--- src/rtl/pipe_pkg.sv ---
// Shared pipeline definitions: sequencer states, register-zero index and the
// opcode constants the pipeline uses to classify Exec-stage loads.
package pipe_pkg;

    typedef enum logic [1:0] {
        RUN    = 2'd0,
        DRAIN  = 2'd1,
        HALTED = 2'd2
    } state_t;

    localparam logic [4:0] REG_ZERO = 5'd0;

    localparam logic [6:0] OPC_LOAD   = 7'b0000011;
    localparam logic [6:0] OPC_STORE  = 7'b0100011;
    localparam logic [6:0] OPC_BRANCH = 7'b1100011;
    localparam logic [6:0] OPC_JAL    = 7'b1101111;
    localparam logic [6:0] OPC_JALR   = 7'b1100111;

    function automatic logic is_load_op(input logic [6:0] opcode);
        return opcode == OPC_LOAD;
    endfunction

endpackage

--- src/rtl/hazard_detect.sv ---
// Combinational hazard terms: load-use between Exec and Dec, and a data
// memory access that has not completed this cycle.
import pipe_pkg::*;

module hazard_detect (
    input  logic [4:0] dec_rs1_i,
    input  logic [4:0] dec_rs2_i,
    input  logic       dec_use_rs1_i,
    input  logic       dec_use_rs2_i,
    input  logic [4:0] ex_rd_i,
    input  logic       ex_wen_i,
    input  logic       ex_is_load_i,
    input  logic       dmem_req_i,
    input  logic       dmem_ready_i,
    output logic       load_use_o,
    output logic       mem_busy_o
);

    logic rs1_hit;
    logic rs2_hit;

    assign rs1_hit    = dec_use_rs1_i && (dec_rs1_i == ex_rd_i);
    assign rs2_hit    = dec_use_rs2_i && (dec_rs2_i == ex_rd_i);
    assign load_use_o = ex_is_load_i && ex_wen_i && (ex_rd_i != REG_ZERO) && (rs1_hit || rs2_hit);
    assign mem_busy_o = dmem_req_i && !dmem_ready_i;

endmodule

--- src/rtl/hazard_ctrl.sv ---
// Pipeline stall/flush sequencer: hazard priority, halt drain, stall-cycle
// counter and sticky data-memory timeout flag.
import pipe_pkg::*;

module hazard_ctrl #(
    parameter int unsigned DRAIN_CYCLES = 4,
    parameter int unsigned MEM_TIMEOUT  = 255,
    parameter int unsigned CNT_W        = 32
) (
    input  logic             clk,
    input  logic             rstn,
    input  logic [4:0]       dec_rs1,
    input  logic [4:0]       dec_rs2,
    input  logic             dec_use_rs1,
    input  logic             dec_use_rs2,
    input  logic [4:0]       ex_rd,
    input  logic             ex_wen,
    input  logic             ex_is_load,
    input  logic             br_taken,
    input  logic             dmem_req,
    input  logic             dmem_ready,
    input  logic             halt_if,
    output logic             stall_IF,
    output logic             stall_Dec,
    output logic             stall_all,
    output logic             flush_IF,
    output logic             flush_Dec,
    output logic             halt,
    output logic             mem_err,
    output logic [CNT_W-1:0] stall_cycles
);

    localparam int unsigned DW = (DRAIN_CYCLES > 1) ? $clog2(DRAIN_CYCLES) : 1;
    localparam int unsigned WW = $clog2(MEM_TIMEOUT + 1);

    state_t           state_q;
    logic [DW-1:0]    drain_q;
    logic [WW-1:0]    wait_q;
    logic             halt_q;
    logic             mem_err_q;
    logic [CNT_W-1:0] stall_cnt_q;
    logic             load_use;
    logic             mem_busy;

    hazard_detect u_detect (
        .dec_rs1_i     (dec_rs1),
        .dec_rs2_i     (dec_rs2),
        .dec_use_rs1_i (dec_use_rs1),
        .dec_use_rs2_i (dec_use_rs2),
        .ex_rd_i       (ex_rd),
        .ex_wen_i      (ex_wen),
        .ex_is_load_i  (ex_is_load),
        .dmem_req_i    (dmem_req),
        .dmem_ready_i  (dmem_ready),
        .load_use_o    (load_use),
        .mem_busy_o    (mem_busy)
    );

    assign stall_Dec = 1'b0;

    always_comb begin
        stall_IF  = 1'b0;
        stall_all = 1'b0;
        flush_IF  = 1'b0;
        flush_Dec = 1'b0;
        if (state_q == HALTED) begin
            stall_all = 1'b1;
        end else begin
            if (mem_busy) begin
                stall_all = 1'b1;
            end else if (load_use) begin
                stall_IF  = 1'b1;
                flush_Dec = 1'b1;
            end else if (br_taken && state_q == RUN) begin
                flush_IF = 1'b1;
            end
            // Fetch stays frozen for the whole drain, even under a memory stall.
            if (state_q == DRAIN) stall_IF = 1'b1;
        end
    end

    always_ff @(posedge clk or negedge rstn) begin
        if (!rstn) begin
            state_q     <= RUN;
            drain_q     <= '0;
            wait_q      <= '0;
            halt_q      <= 1'b0;
            mem_err_q   <= 1'b0;
            stall_cnt_q <= '0;
        end else begin
            case (state_q)
                RUN: begin
                    if (halt_if && !mem_busy) begin
                        state_q <= DRAIN;
                        drain_q <= '0;
                    end
                end
                DRAIN: begin
                    if (!mem_busy) begin
                        if (drain_q == DW'(DRAIN_CYCLES - 1)) begin
                            state_q <= HALTED;
                            halt_q  <= 1'b1;
                        end else begin
                            drain_q <= drain_q + DW'(1);
                        end
                    end
                end
                HALTED: ;
                default: state_q <= RUN;
            endcase

            // Wait counter parks at the limit; the next busy cycle raises the flag.
            if (mem_busy) begin
                if (wait_q < WW'(MEM_TIMEOUT)) wait_q <= wait_q + WW'(1);
                else                           mem_err_q <= 1'b1;
            end else begin
                wait_q <= '0;
            end

            if ((stall_IF || stall_all) && state_q != HALTED && stall_cnt_q != '1)
                stall_cnt_q <= stall_cnt_q + CNT_W'(1);
        end
    end

    assign halt         = halt_q;
    assign mem_err      = mem_err_q;
    assign stall_cycles = stall_cnt_q;

endmodule

--- config.mk ---
export PLATFORM = sky130hd
export DESIGN_NAME = hazard_ctrl
export DESIGN_NICKNAME = d
export VERILOG_FILES = /design/src/rtl/pipe_pkg.sv /design/src/rtl/hazard_detect.sv /design/src/rtl/hazard_ctrl.sv
export SDC_FILE = /design/constraint.sdc
export NUM_CORES = 1
export LEC_CHECK = 0
export CORE_MARGIN = 2
export CORE_UTILIZATION = 43
export CTS_CLUSTER_DIAMETER = 200
export CTS_CLUSTER_SIZE = 24
export DETAILED_ROUTE_END_ITERATION = 16
export PLACE_DENSITY = 0.77
export SKIP_LAST_GASP = 1
export SLEW_MARGIN = 30
export SYNTH_ARGS = -nofsm -noshare
export SYNTH_HDL_FRONTEND = slang
export SYNTH_SLANG_ARGS = --single-unit
--- constraint.sdc ---
create_clock -name clk -period 1.8 [get_ports clk]
set_input_delay 0.36 -clock clk [delete_from_list [all_inputs] [get_ports clk]]
set_output_delay 0.36 -clock clk [all_outputs]
set_load 0.1 [all_outputs]
==> metrics <==
R2R cell count 8; Netlist cell types 45; final setup vio count 19; Antenna Nets Post-Route 0; Die Span Y 78.0 um; Critical Path RT 1.44 ns; Root Driver clkbuf_8; worst-path cell chain buf_8 > or4_4 > o211ai_1 > and4_4 > buf_12; Die ar. 6090 sq um; number of max-slew violations in the final report 0; syn nets 254; slew margin rel. 64.7%; failing checks negative setup slack; Clock transition at path regs 0.09 ns; RD Place Congestion 0.787; CP top delay family simple AND/OR/NAND/NOR gates; worst r2r src stall_cycles[15]; Reg2Reg Setup Slack -0.16 ns; startpoint types primary input; number of port buffers 62; DR pass1 iterations 4; Ports 64; Setup CP Type in -> out; Cell Pwr Density 1160 nW/um^2; dpl cells 415; PnR worst setup slack -0.243 ns; chip width 78.0 um; most common cell in the synthesized netlist dfrtp_1; setup TNS -1.63 ns; RSZ-0062 raised after global routing yes; Vias/cell 5.49; final layout net count 391; cell area after synthesis 2360 sq um; Peak VDD IR 1.74 mV; commonest cells in the netlist 46 x dfrtp_1, 40 x xnor2_1, 19 x nand3_1; wire per inst 18.0 um; maximum number of pins on one net before global-route repair 25; largest cells by area after synthesis dfrtp_1 49%, xnor2_1 15%, nand3_1 4.0%; fin area 4530 sq um; GR Overflow Total 0; critical path's slowest cell or4_4; worst min path class in -> async; WP buf/inv 2; status finished, violations left; slowest stage delay, CP 0.53 ns; Arrival @ worst endpoint 1.68 ns; reg-to-reg endpoint stall_cycles[6]; post-place instance area 4190 sq um; flops & latches, synth 46; Layout area overhead 92.1%; ys async rst share 100%; CP endpoint flush_IF; mean post-synth cell area 10.4 sq um; worst-margin pin slew 0.529 ns; CTS Buffer Depth 2; CTS tree built; Yosys warning count 0; via count 2381; share of cells above drive strength 1 62.4%; Hold Worst Slack 0.0247 ns; min cycle time layout 2.04 ns; Initial Util 45.3%; Setup crit start ex_rd[2]; Achievable Freq 490 MHz; worst slack, placed -0.742 ns; worst skew pair latency 0.30 ns; worst-path fanout max 3; number of cell rows 26; TritonCTS Buffers 5; post-synthesis cell count 226; Max Cap Violations 0; first-pass GRT wire length 11300 um; sequential area share after synthesis 48.8%; Post-synth EDFFs 0; Synth area leader dfrtp_1; initial antenna violation count 0; CP endpoint kind output port; share of the synthesized area in the top cell type 48.8%; drt drc 0; number of cells on the critical path 5; DP HPWL 4970 um; worst clock skew 0.00489 ns; core area 5200 sq um; period utilization 113%; vias in the first global route 2402; non-filler instance count after layout 434; leakage 1.94 nW; gr usage total 23.2%; H-tree levels 2; final WL 7790 um; # diodes 0; clk sinks 46; 1st-iter DRT viols 144; Synth Flop Type dfrtp_1; final hold vios 0
==> logic make-up after synthesis <==
family	count (synthesis)	synth area share, %
other cells	1	0.159
xor+xnor	43	16.0
mux	3	1.49
flops	46	48.8
buf+inv	9	1.96
compound gates	25	6.69
simple gates	96	23.3
fa+ha+maj	3	1.59
==> metrics by stage <==
stage | power [mW] | utilization, %
after floorplan | 3.09 | -
after global placement | 4.16 | 80.6
after detailed placement | 4.25 | 80.6
after CTS | 5.13 | 83.6
after global routing | 5.45 | 87.0
final | 5.26 | 87.0
==> layout make-up <==
cell class                 count  area, sq um
clock inverter                 3         45.0
multi-input combinational    171         1540
fill                         254          677
inverter                       5         18.8
sequential                    46         1230
tap                           70         87.6
timing repair buffer         134         1530
clock buffer                   5         68.8
==> registers in the layout, summed over array words and instances (netlist names) <==
register      cells
stall_cycles     32
wait_q            8
drain_q           2
state_q           2
halt              1
mem_err           1
==> per-layer routing <==
layer | GRT usage (%) | part of all wire, % | vias to the layer above
met5 | 0 | 0 | -
met4 | 7.02 | 3.3 | 0
met3 | 3.45 | 4.7 | 29
met2 | 41.8 | 54 | 116
met1 | 28.7 | 37 | 1169
li1 | - | - | 1067
==> placed cells by master (no fill, tap or decap), drive strengths merged, types with 4 or more instances in the layout <==
| cell type | synthesis | final |
|---|---|---|
| xnor2 | 40 | 40 |
| nand4 | 14 | 14 |
| nand3 | 19 | 19 |
| dfrtp | 46 | 46 |
| nor2 | 13 | 13 |
| o21ai | 9 | 9 |
| and3 | 6 | 6 |
| nand2 | 18 | 18 |
| clkbuf | 1 | 10 |
| a21oi | 5 | 5 |
| buf | 3 | 119 |
| inv | 5 | 5 |
| clkdlybuf4s50 | 0 | 4 |
| and4 | 4 | 4 |
| nand2b | 4 | 4 |
| nor3 | 5 | 5 |
==> how the worst min path moves through the flow <==
stage	start	end	slack (ns)	cells past startpoint
after detailed placement	rstn	state_q[0]	0.36	1
after floorplan	rstn	drain_q[0]	0.06	0
after global routing	rstn	state_q[1]	0.07	1
final	rstn	state_q[1]	0.02	1
after global placement	rstn	state_q[0]	0.37	1
after CTS	rstn	mem_err	0.04	1
==> repair_timing <==
item / 4_1_cts / 5_1_grt
gates cloned: 0 / 0
setup buffers: 6 / 5
hold buffers: 0 / 0
endpoints found under the setup margin: 36 / 34
resized for setup: 58 / 40
pin swaps: 18 / 35
hold endpoints to repair: 0 / 0
==> power breakdown <==
group          internal (mW)  switching (mW)
Sequential              1.23           0.175
Clock                  0.413           0.371
Combinational           1.27            1.80
Note: power is estimated with default switching activity, not from simulation.
